$ cat config.mk
export PLATFORM = sky130hd
export DESIGN_NAME = player_bullet
export DESIGN_NICKNAME = d
export VERILOG_FILES = /design/src/rtl/shootemup_pkg.sv /design/src/rtl/bullet_slot.sv /design/src/rtl/player_bullet.sv
export SDC_FILE = /design/constraint.sdc
export NUM_CORES = 1
export LEC_CHECK = 0
export ABC_AREA = 0
export ABC_CLOCK_PERIOD_IN_PS = 4300
export CORE_MARGIN = 4
export CORE_UTILIZATION = 50
export DETAILED_ROUTE_END_ITERATION = 8
export GPL_TIMING_DRIVEN = 1
export PLACE_DENSITY_LB_ADDON = 0.2
export RECOVER_POWER = 50
export SLEW_MARGIN = 40
export SYNTH_ARGS = -nofsm -noshare
export SYNTH_HDL_FRONTEND = slang
export SYNTH_SLANG_ARGS = --single-unit
$ cat constraint.sdc
create_clock -name clk -period 4.3 [get_ports clk]
set_input_delay 0.86 -clock clk [delete_from_list [all_inputs] [get_ports clk]]
set_output_delay 0.86 -clock clk [all_outputs]
set_load 0.01 [all_outputs]
$ cat src/rtl/shootemup_pkg.sv
// Playfield bounds, bullet geometry/colour and the bullet slot record shared by
// the shoot-'em-up sprite modules.
package shootemup_pkg;

   localparam logic [9:0] BOUND_LEFT  = 10'd144;
   localparam logic [9:0] BOUND_RIGHT = 10'd784;
   localparam logic [9:0] BOUND_UP    = 10'd31;
   localparam logic [9:0] BOUND_DOWN  = 10'd511;

   localparam logic [9:0] BULLET_W   = 10'd2;
   localparam logic [9:0] BULLET_H   = 10'd6;
   localparam logic [7:0] BULLET_RGB = 8'hFC;

   typedef struct packed {
      logic       live;
      logic [9:0] bx;
      logic [9:0] by;
   } slot_t;

endpackage

$ cat src/rtl/bullet_slot.sv
// One player-bullet slot: position registers, upward motion step, pixel box
// compare and retire on enemy overlap or on leaving the top of the playfield.
module bullet_slot
   import shootemup_pkg::*;
#(
   parameter int STEP = 2
) (
   input  logic       clk,
   input  logic       rst_n,
   input  logic       clear,
   input  logic       tick,
   input  logic       spawn,
   input  logic [9:0] spawn_bx,
   input  logic [9:0] spawn_by,
   input  logic [9:0] x,
   input  logic [9:0] y,
   input  logic       e_on,
   output logic       slot_on,
   output logic       live
);

   slot_t slot_q, slot_d;
   logic  in_x, in_y, at_top;

   // 11-bit compares so a box touching the 10-bit limit cannot wrap.
   assign in_x   = ({1'b0, x} >= {1'b0, slot_q.bx}) &&
                   ({1'b0, x} <  ({1'b0, slot_q.bx} + {1'b0, BULLET_W}));
   assign in_y   = ({1'b0, y} >= {1'b0, slot_q.by}) &&
                   ({1'b0, y} <  ({1'b0, slot_q.by} + {1'b0, BULLET_H}));
   assign at_top = {1'b0, slot_q.by} < ({1'b0, BOUND_UP} + 11'(STEP));

   assign slot_on = slot_q.live && in_x && in_y;
   assign live    = slot_q.live;

   always_comb begin
      slot_d = slot_q;
      if (clear) begin
         slot_d.live = 1'b0;
      end else if (slot_q.live) begin
         // A hit outranks a same-cycle tick: the slot retires where it is.
         if (slot_on && e_on) begin
            slot_d.live = 1'b0;
         end else if (tick) begin
            if (at_top) slot_d.live = 1'b0;
            else        slot_d.by   = slot_q.by - 10'(STEP);
         end
      end else if (spawn) begin
         slot_d = '{live: 1'b1, bx: spawn_bx, by: spawn_by};
      end
   end

   always_ff @(posedge clk or negedge rst_n) begin
      if (!rst_n) slot_q <= '0;
      else        slot_q <= slot_d;
   end

endmodule

$ cat src/rtl/player_bullet.sv
// Player projectile pool: fire edge detect, lowest-free slot allocation, motion
// tick and pixel OR. Define BULLET_AUTOFIRE_EN to add repeat fire while held.
module player_bullet
   import shootemup_pkg::*;
#(
   parameter int          NUM_BULLETS     = 4,
   parameter logic [23:0] BULLET_SPEED    = 24'd250000,
   parameter int          STEP            = 2,
   parameter logic [23:0] AUTOFIRE_PERIOD = 24'd5000000
) (
   input  logic                   clk,
   input  logic                   rst_n,
   input  logic                   pause,
   input  logic                   game_start_on,
   input  logic                   game_over_on,
   input  logic                   fire,
   input  logic [9:0]             player_x,
   input  logic [9:0]             player_y,
   input  logic [9:0]             x,
   input  logic [9:0]             y,
   input  logic                   e_on,
   output logic                   b_on,
   output logic [7:0]             rgb,
   output logic                   fire_ack,
   output logic [NUM_BULLETS-1:0] active_mask
);

   logic                   clear;
   logic                   fire_q, fire_prev_q;
   logic                   fire_ack_q;
   logic                   fire_req, spawn_ok;
   logic [23:0]            tick_cnt_q, tick_cnt_d;
   logic                   tick;
   logic [NUM_BULLETS-1:0] live, free, spawn_sel, slot_on;
   logic [9:0]             spawn_bx, spawn_by;

   assign clear = game_start_on | game_over_on;

`ifdef BULLET_AUTOFIRE_EN
   logic [23:0] auto_cnt_q, auto_cnt_d;
   logic        auto_req;

   assign auto_req = fire_q && !pause && (auto_cnt_q == AUTOFIRE_PERIOD - 24'd1);
   assign fire_req = (fire_q && !fire_prev_q) || auto_req;

   // Restarts on every spawn attempt so repeats are spaced from the last try.
   always_comb begin
      auto_cnt_d = auto_cnt_q + 24'd1;
      if (!fire_q)       auto_cnt_d = '0;
      else if (pause)    auto_cnt_d = auto_cnt_q;
      else if (fire_req) auto_cnt_d = '0;
   end

   always_ff @(posedge clk or negedge rst_n) begin
      if (!rst_n) auto_cnt_q <= '0;
      else        auto_cnt_q <= auto_cnt_d;
   end
`else
   assign fire_req = fire_q && !fire_prev_q;
`endif

   // Free slots come from pre-edge live bits, so a retiring slot is not reused.
   assign free      = ~live;
   assign spawn_ok  = fire_req && !pause && !clear && (|free);
   assign spawn_sel = spawn_ok ? (free & (~free + NUM_BULLETS'(1))) : '0;
   assign spawn_bx  = player_x + 10'd7;
   assign spawn_by  = player_y - BULLET_H;

   assign tick = !pause && !clear && (tick_cnt_q == BULLET_SPEED - 24'd1);

   always_comb begin
      tick_cnt_d = tick_cnt_q + 24'd1;
      if (clear)      tick_cnt_d = '0;
      else if (pause) tick_cnt_d = tick_cnt_q;
      else if (tick)  tick_cnt_d = '0;
   end

   always_ff @(posedge clk or negedge rst_n) begin
      if (!rst_n) begin
         fire_q      <= 1'b0;
         fire_prev_q <= 1'b0;
         fire_ack_q  <= 1'b0;
         tick_cnt_q  <= '0;
      end else begin
         fire_q      <= fire;
         fire_prev_q <= fire_q;
         fire_ack_q  <= spawn_ok;
         tick_cnt_q  <= tick_cnt_d;
      end
   end

   generate
      for (genvar gi = 0; gi < NUM_BULLETS; gi++) begin : g_slot
         bullet_slot #(.STEP(STEP)) u_slot (
            .clk      (clk),
            .rst_n    (rst_n),
            .clear    (clear),
            .tick     (tick),
            .spawn    (spawn_sel[gi]),
            .spawn_bx (spawn_bx),
            .spawn_by (spawn_by),
            .x        (x),
            .y        (y),
            .e_on     (e_on),
            .slot_on  (slot_on[gi]),
            .live     (live[gi])
         );
      end
   endgenerate

   assign b_on        = |slot_on;
   assign rgb         = BULLET_RGB;
   assign fire_ack    = fire_ack_q;
   assign active_mask = live;

endmodule

Word-level counts from Yosys, hierarchy flattened
Cells that the tools add are included.
{"block": "totals", "output_inout_bits": 14, "inputBits": 47, "reg_bits": 111, "wordCells": 162}
{"block": "op_classes", "mux": 44, "n_lt_le_gt_ge": 20, "n_reduce_logical": 43, "bitwise_logic": 9, "n_addsub": 16, "n_eq_ne": 14}
{"op": "$mux 10", "count": 16}
{"op": "$lt 10x11->1", "count": 8}
{"op": "$mux 21", "count": 4}
{"op": "$ge 10x10->1", "count": 8}
{"op": "$mux 24", "count": 3}
{"op": "$add 10x2->11 const B", "count": 4}
{"op": "$add 10x3->11 const B", "count": 4}
{"op": "$lt 10x6->1 const B", "count": 4}
{"op": "$sub 10x2->10 const B", "count": 4}
{"op": "$logic_and 1x1->1", "count": 26}
{"op": "$add 24x1->24 const B", "count": 1}
{"op": "$eq 24x18->1 const B", "count": 1}
{"op": "$ne 2x2->1 const B", "count": 11}
{"op": "$mux 1", "count": 20}
{"op": "$reduce_and 5->1", "count": 4}
{"op": "$reduce_and 3->1", "count": 4}
{"op": "$add 10x3->10 const B", "count": 1}
{"op": "$sub 10x3->10 const B", "count": 1}
{"op": "$not 4->4", "count": 2}
{"op": "$reduce_bool 2->1", "count": 4}
{"op": "$reduce_or 4->1", "count": 2}
{"op": "$not 1->1", "count": 5}
{"op": "$add 4x1->4 const B", "count": 1}
{"op": "$and 4x4->4", "count": 1}
{"op": "other kinds (4)", "count": 7}

Depth between registers and ports, before layout
{"block": "depth", "word_depth": 9, "ltp_mapped": 15, "mapped_depth_nobuf": 14}

Modules after synthesis
A second synthesis with hierarchy kept.
{"block": "hier_totals", "hier_cells": 1258, "area_unflattened_um2": 10832.9}
{"mod": "bullet_slot at g_slot[1].u_slot ...", "area_per_inst_um2": 2228.4, "cells_each": 255, "seq_area_each_um2": 525.5, "instances": 3}
{"mod": "bullet_slot at g_slot[0].u_slot", "area_per_inst_um2": 2158.3, "cells_each": 250, "seq_area_each_um2": 525.5, "instances": 1}
{"mod": "player_bullet", "area_per_inst_um2": 1989.4, "cells_each": 243, "seq_area_each_um2": 675.6, "instances": 1}

Least setup slack after synthesis
Ideal clock, no wire load.
{"block": "synth_path", "path_kind": "input-to-output", "startpoint": "input port x[0]", "endpoint": "output port b_on", "path_buffers": 0, "stages": 10, "slack_ns": 0.990, "arrival_ns": 2.450, "cell_sequence": "inv_1 > ha_1 > nand2b_1 > a21o_1 > a21oi_1 > o21ai_0 > a221oi_2 > nor2_1 > nor3_1 > nand2_1"}
{"block": "synth_via", "elab_chain_len": 5}
{"element": "start: declaration", "line": "player_bullet.sv:19", "text": "input logic [9:0] x,"}
{"element": "$lt 10x11->1 or $ge 10x10->1 (tied branches)", "line": "bullet_slot.sv:27, bullet_slot.sv:26"}
{"element": "$logic_and 1x1->1", "line": "bullet_slot.sv:26", "text": "assign in_x = ({1'b0, x} >= {1'b0, slot_q.bx}) &&"}
{"element": "$logic_and 1x1->1 (2 in series)", "line": "bullet_slot.sv:32", "text": "assign slot_on = slot_q.live && in_x && in_y;"}
{"element": "$reduce_or 4->1 *", "line": "player_bullet.sv:111", "text": "assign b_on = |slot_on;"}
{"element": "end: declaration", "line": "player_bullet.sv:22", "text": "output logic b_on,"}
Mark *: on every way between the ends. The rest lies on a longest branch, timed or not.

Final worst setup path
Same ends and word-level chain as after synthesis.

==> results.json <==
{
  "grt_pass1_vias": 9282,
  "final_max_slew_viol_count": 84,
  "pwr-share-comb": 0.280,
  "final_cells": 1597,
  "ys.flop_type": "dfrtp_1",
  "clock_latency_ns": 0.37,
  "cp-start-kind": "input port",
  "io_buffers": 52,
  "core_area_sq_um": 20300,
  "tritoncts": "done",
  "cts_buffers": 9,
  "synthTopCellsByArea": "dfrtp_1 27%, ha_1 20%, o21ai_0 5.2%",
  "drtIter0Drc": 683,
  "grt_util_all_layers": 0.249,
  "maxCapViolations": 1,
  "wirelength_mm": 29.0,
  "io_pins": 61,
  "cts_root_buf": "clkbuf_16",
  "swShare": 0.344,
  "place.detailed.hpwl_mm": 23.1,
  "netlist.area_leader.share": 0.268,
  "grt_pass1_wl_mm": 47.5,
  "synth-edff-count": 0,
  "crit_slowest_cell": "clkdlybuf4s50_1",
  "synth-async-reset-ratio": 1.00,
  "min_path_type": "reg2reg",
  "synthDistinctLibCells": 85,
  "end_kind": "output pin",
  "initial_core_util": 0.511,
  "antenna_found_initial": 0,
  "clockBufferDepth": 2,
  "crit_chain": "clkdlybuf4s50_1, inv_1, ha_1, nand2b_1, a21o_1, a21oi_2, o21ai_1, a221oi_2, nor2_2, nor3_2, nand2_1, clkdlybuf4s15_1",
  "grt-ovfl-total": 0,
  "viasPerCell": 5.97,
  "p_int_uw": 1940,
  "vias": 9531,
  "slowest_delay_ns": 0.47,
  "cts.sinks": 111,
  "finalNetCount": 1532,
  "drive_gt1_frac": 0.109,
  "rows": 52,
  "finalCriticalPeriod_ns": 4.19,
  "n_antenna_cell": 0,
  "tns_ns": 0,
  "cp_top_family": "buffers and inverters",
  "avgRoutedWirePerCell_um": 18.1,
  "clock.fmax_mhz": 239,
  "switchingPower_uw": 1020,
  "die_height_um": 152,
  "crit_fanout": 2,
  "synth_common_cells": "163 x ha_1, 136 x nand2_1, 111 x dfrtp_1, 107 x o21ai_0, 90 x inv_1",
  "ys_ff_latch": 111,
  "final_hold_viol_count": 0,
  "path_buf_inv": 3,
  "syn-instance-count": 1218,
  "drc_errors": 0,
  "arrival_ns": 3.33,
  "slew_headroom": -0.484,
  "antenna_left": 0,
  "outcome": "complete, but fails checks",
  "syn-cell-area_sq_um": 10400,
  "clock_skew_ns": 0.0129,
  "finalSetupViolCount": 0,
  "rrSetupSlack_ns": 0.72,
  "syn_to_final_growth_pct": 15.1,
  "yosysMostFrequentCell": "ha_1",
  "grt_max_degree": 84,
  "power_leakage_uw": 0.00529,
  "criticalPathCategory": "in2out",
  "finalCritPeriodShare": 0.974,
  "drtPass1Iterations": 5,
  "synth_area_leader_cell": "dfrtp_1",
  "place_congestion": 0.929,
  "power_frac_clock": 0.318,
  "p_seq_frac": 0.402,
  "seq_area_frac_synth": 0.268,
  "syn_area_per_cell_sq_um": 8.52,
  "ir_worst_vdd_mv": 0.194,
  "power.density_nw_per_um2": 248,
  "violations": "capacitance limit, slew limit",
  "clk_pin_slew_ns": 0.08,
  "placedCellCount": 1579,
  "critPathRequiredTime_ns": 3.44,
  "design.die.area_sq_um": 23100,
  "ys_warn_count": 0,
  "hold_buffers": 0,
  "cts_max_level": 3,
  "worst_pin_slew_ns": 2.23,
  "die_w_um": 152
}
## layer usage
| metal | global-route usage | share of wire |
|---|---|---|
| met1 | 0.342 | 0.45 |
| met2 | 0.402 | 0.47 |
| met3 | 0.0418 | 0.060 |
| met4 | 0.0796 | 0.023 |
| met5 | 0 | 0 |
## path summary, 6_finish.rpt
kind,start,to,cells after the start
worst max register to register,g_slot[0].u_slot.slot_q[5],g_slot[0].u_slot.slot_q[4],14
min in group asynchronous,rst_n,g_slot[2].u_slot.slot_q[3],1
worst min register to register,fire_q,fire_prev_q,0
worst min-delay path,fire_q,fire_prev_q,0
worst max-delay path,x[0],b_on,12
max in group asynchronous,rst_n,g_slot[3].u_slot.slot_q[5],2
## worst reg2reg max path, cell delays in order (launching register included)
cell	delay, ns
dfrtp_1	0.52
o2111ai_2	0.25
nor3_1	0.22
xnor2_1	0.17
ha_1	0.27
a2111o_1	0.39
o32ai_1	0.14
o21ai_1	0.09
o41ai_1	0.07
buf_4	0.16
and4_1	0.21
buf_4	0.13
a211o_1	0.26
mux2_1	0.37
a311oi_2	0.24
## through the flow
| step | worst slack (ns) | utilization | power (uW) | cell area, sq um | hold WS [ns] |
|---|---|---|---|---|---|
| finish | 0.112 | 0.588 | 2960 | 11900 | 0.389 |
| global route | -0.0119 | 0.588 | 3130 | 11900 | 0.400 |
| CTS | 0.0376 | 0.587 | 2970 | 11900 | 0.396 |
| detailed placement | -0.350 | 0.570 | 2030 | 11600 | 0.372 |
| global placement | -0.331 | 0.570 | 2000 | 11600 | 0.379 |
| floorplan | 0.990 | - | 1720 | 10400 | 0.344 |
## sequential cells by signal, summed over array words and instances (netlist names)
register	flops
fire_ack	1
fire_prev_q	1
fire_q	1
g_slot.u_slot.live	4
g_slot.u_slot.slot_q	80
tick_cnt_q	24
## power groups by stage
stage / registers [uW] / logic, uW / clock network, uW
finish: 1190 / 828 / 942
global route: 1200 / 938 / 995
CTS: 1190 / 825 / 954
detailed placement: 1210 / 819 / 0
global placement: 1210 / 796 / 0
floorplan: 1170 / 550 / 0
## layout by cell type, fill, tap and decap left out, drive strengths merged, types with 9 or more instances in the layout
cell / n
inv: 96
nand2: 136
a211oi: 9
nor2b: 9
nand4: 22
o21ai: 111
and3: 20
o31ai: 10
nand3: 55
a21o: 20
nor3: 43
nor4: 11
a32oi: 10
clkbuf: 12
ha: 163
a21oi: 56
clkdlybuf4s50: 42
o22ai: 10
buf: 83
o21a: 12
a31oi: 9
xor2: 16
xnor2: 57
o211ai: 10
nor2: 62
dfrtp: 111
o2111ai: 10
## timing repair
action / in CTS / in global routing
endpoints found under the setup margin: 1 / 1
endpoints found under the hold margin: 0 / 0
buffers inserted: 0 / 2
pin swaps: 3 / 6
resized for setup: 16 / 7
## kinds of logic after synthesis
family / share of synthesized area
flip-flops: 0.268
XOR/XNOR: 0.0616
other: 0.000724
AND/OR/NAND/NOR: 0.192
adder cells (fa/ha/maj): 0.197
buffers and inverters: 0.0618
AO/OA/AOI/OAI: 0.211
multiplexers: 0.00796
## final cells by class
class,instances,area [sq um]
Clock inverter,7,103
Fill cell,1858,8360
Timing Repair Buffer,137,1140
Tap cell,270,338
Multi-Input combinational cell,972,7020
Clock buffer,9,225
Sequential cell,111,2780
Inverter,91,342
Power figures use the tool's default switching activity.
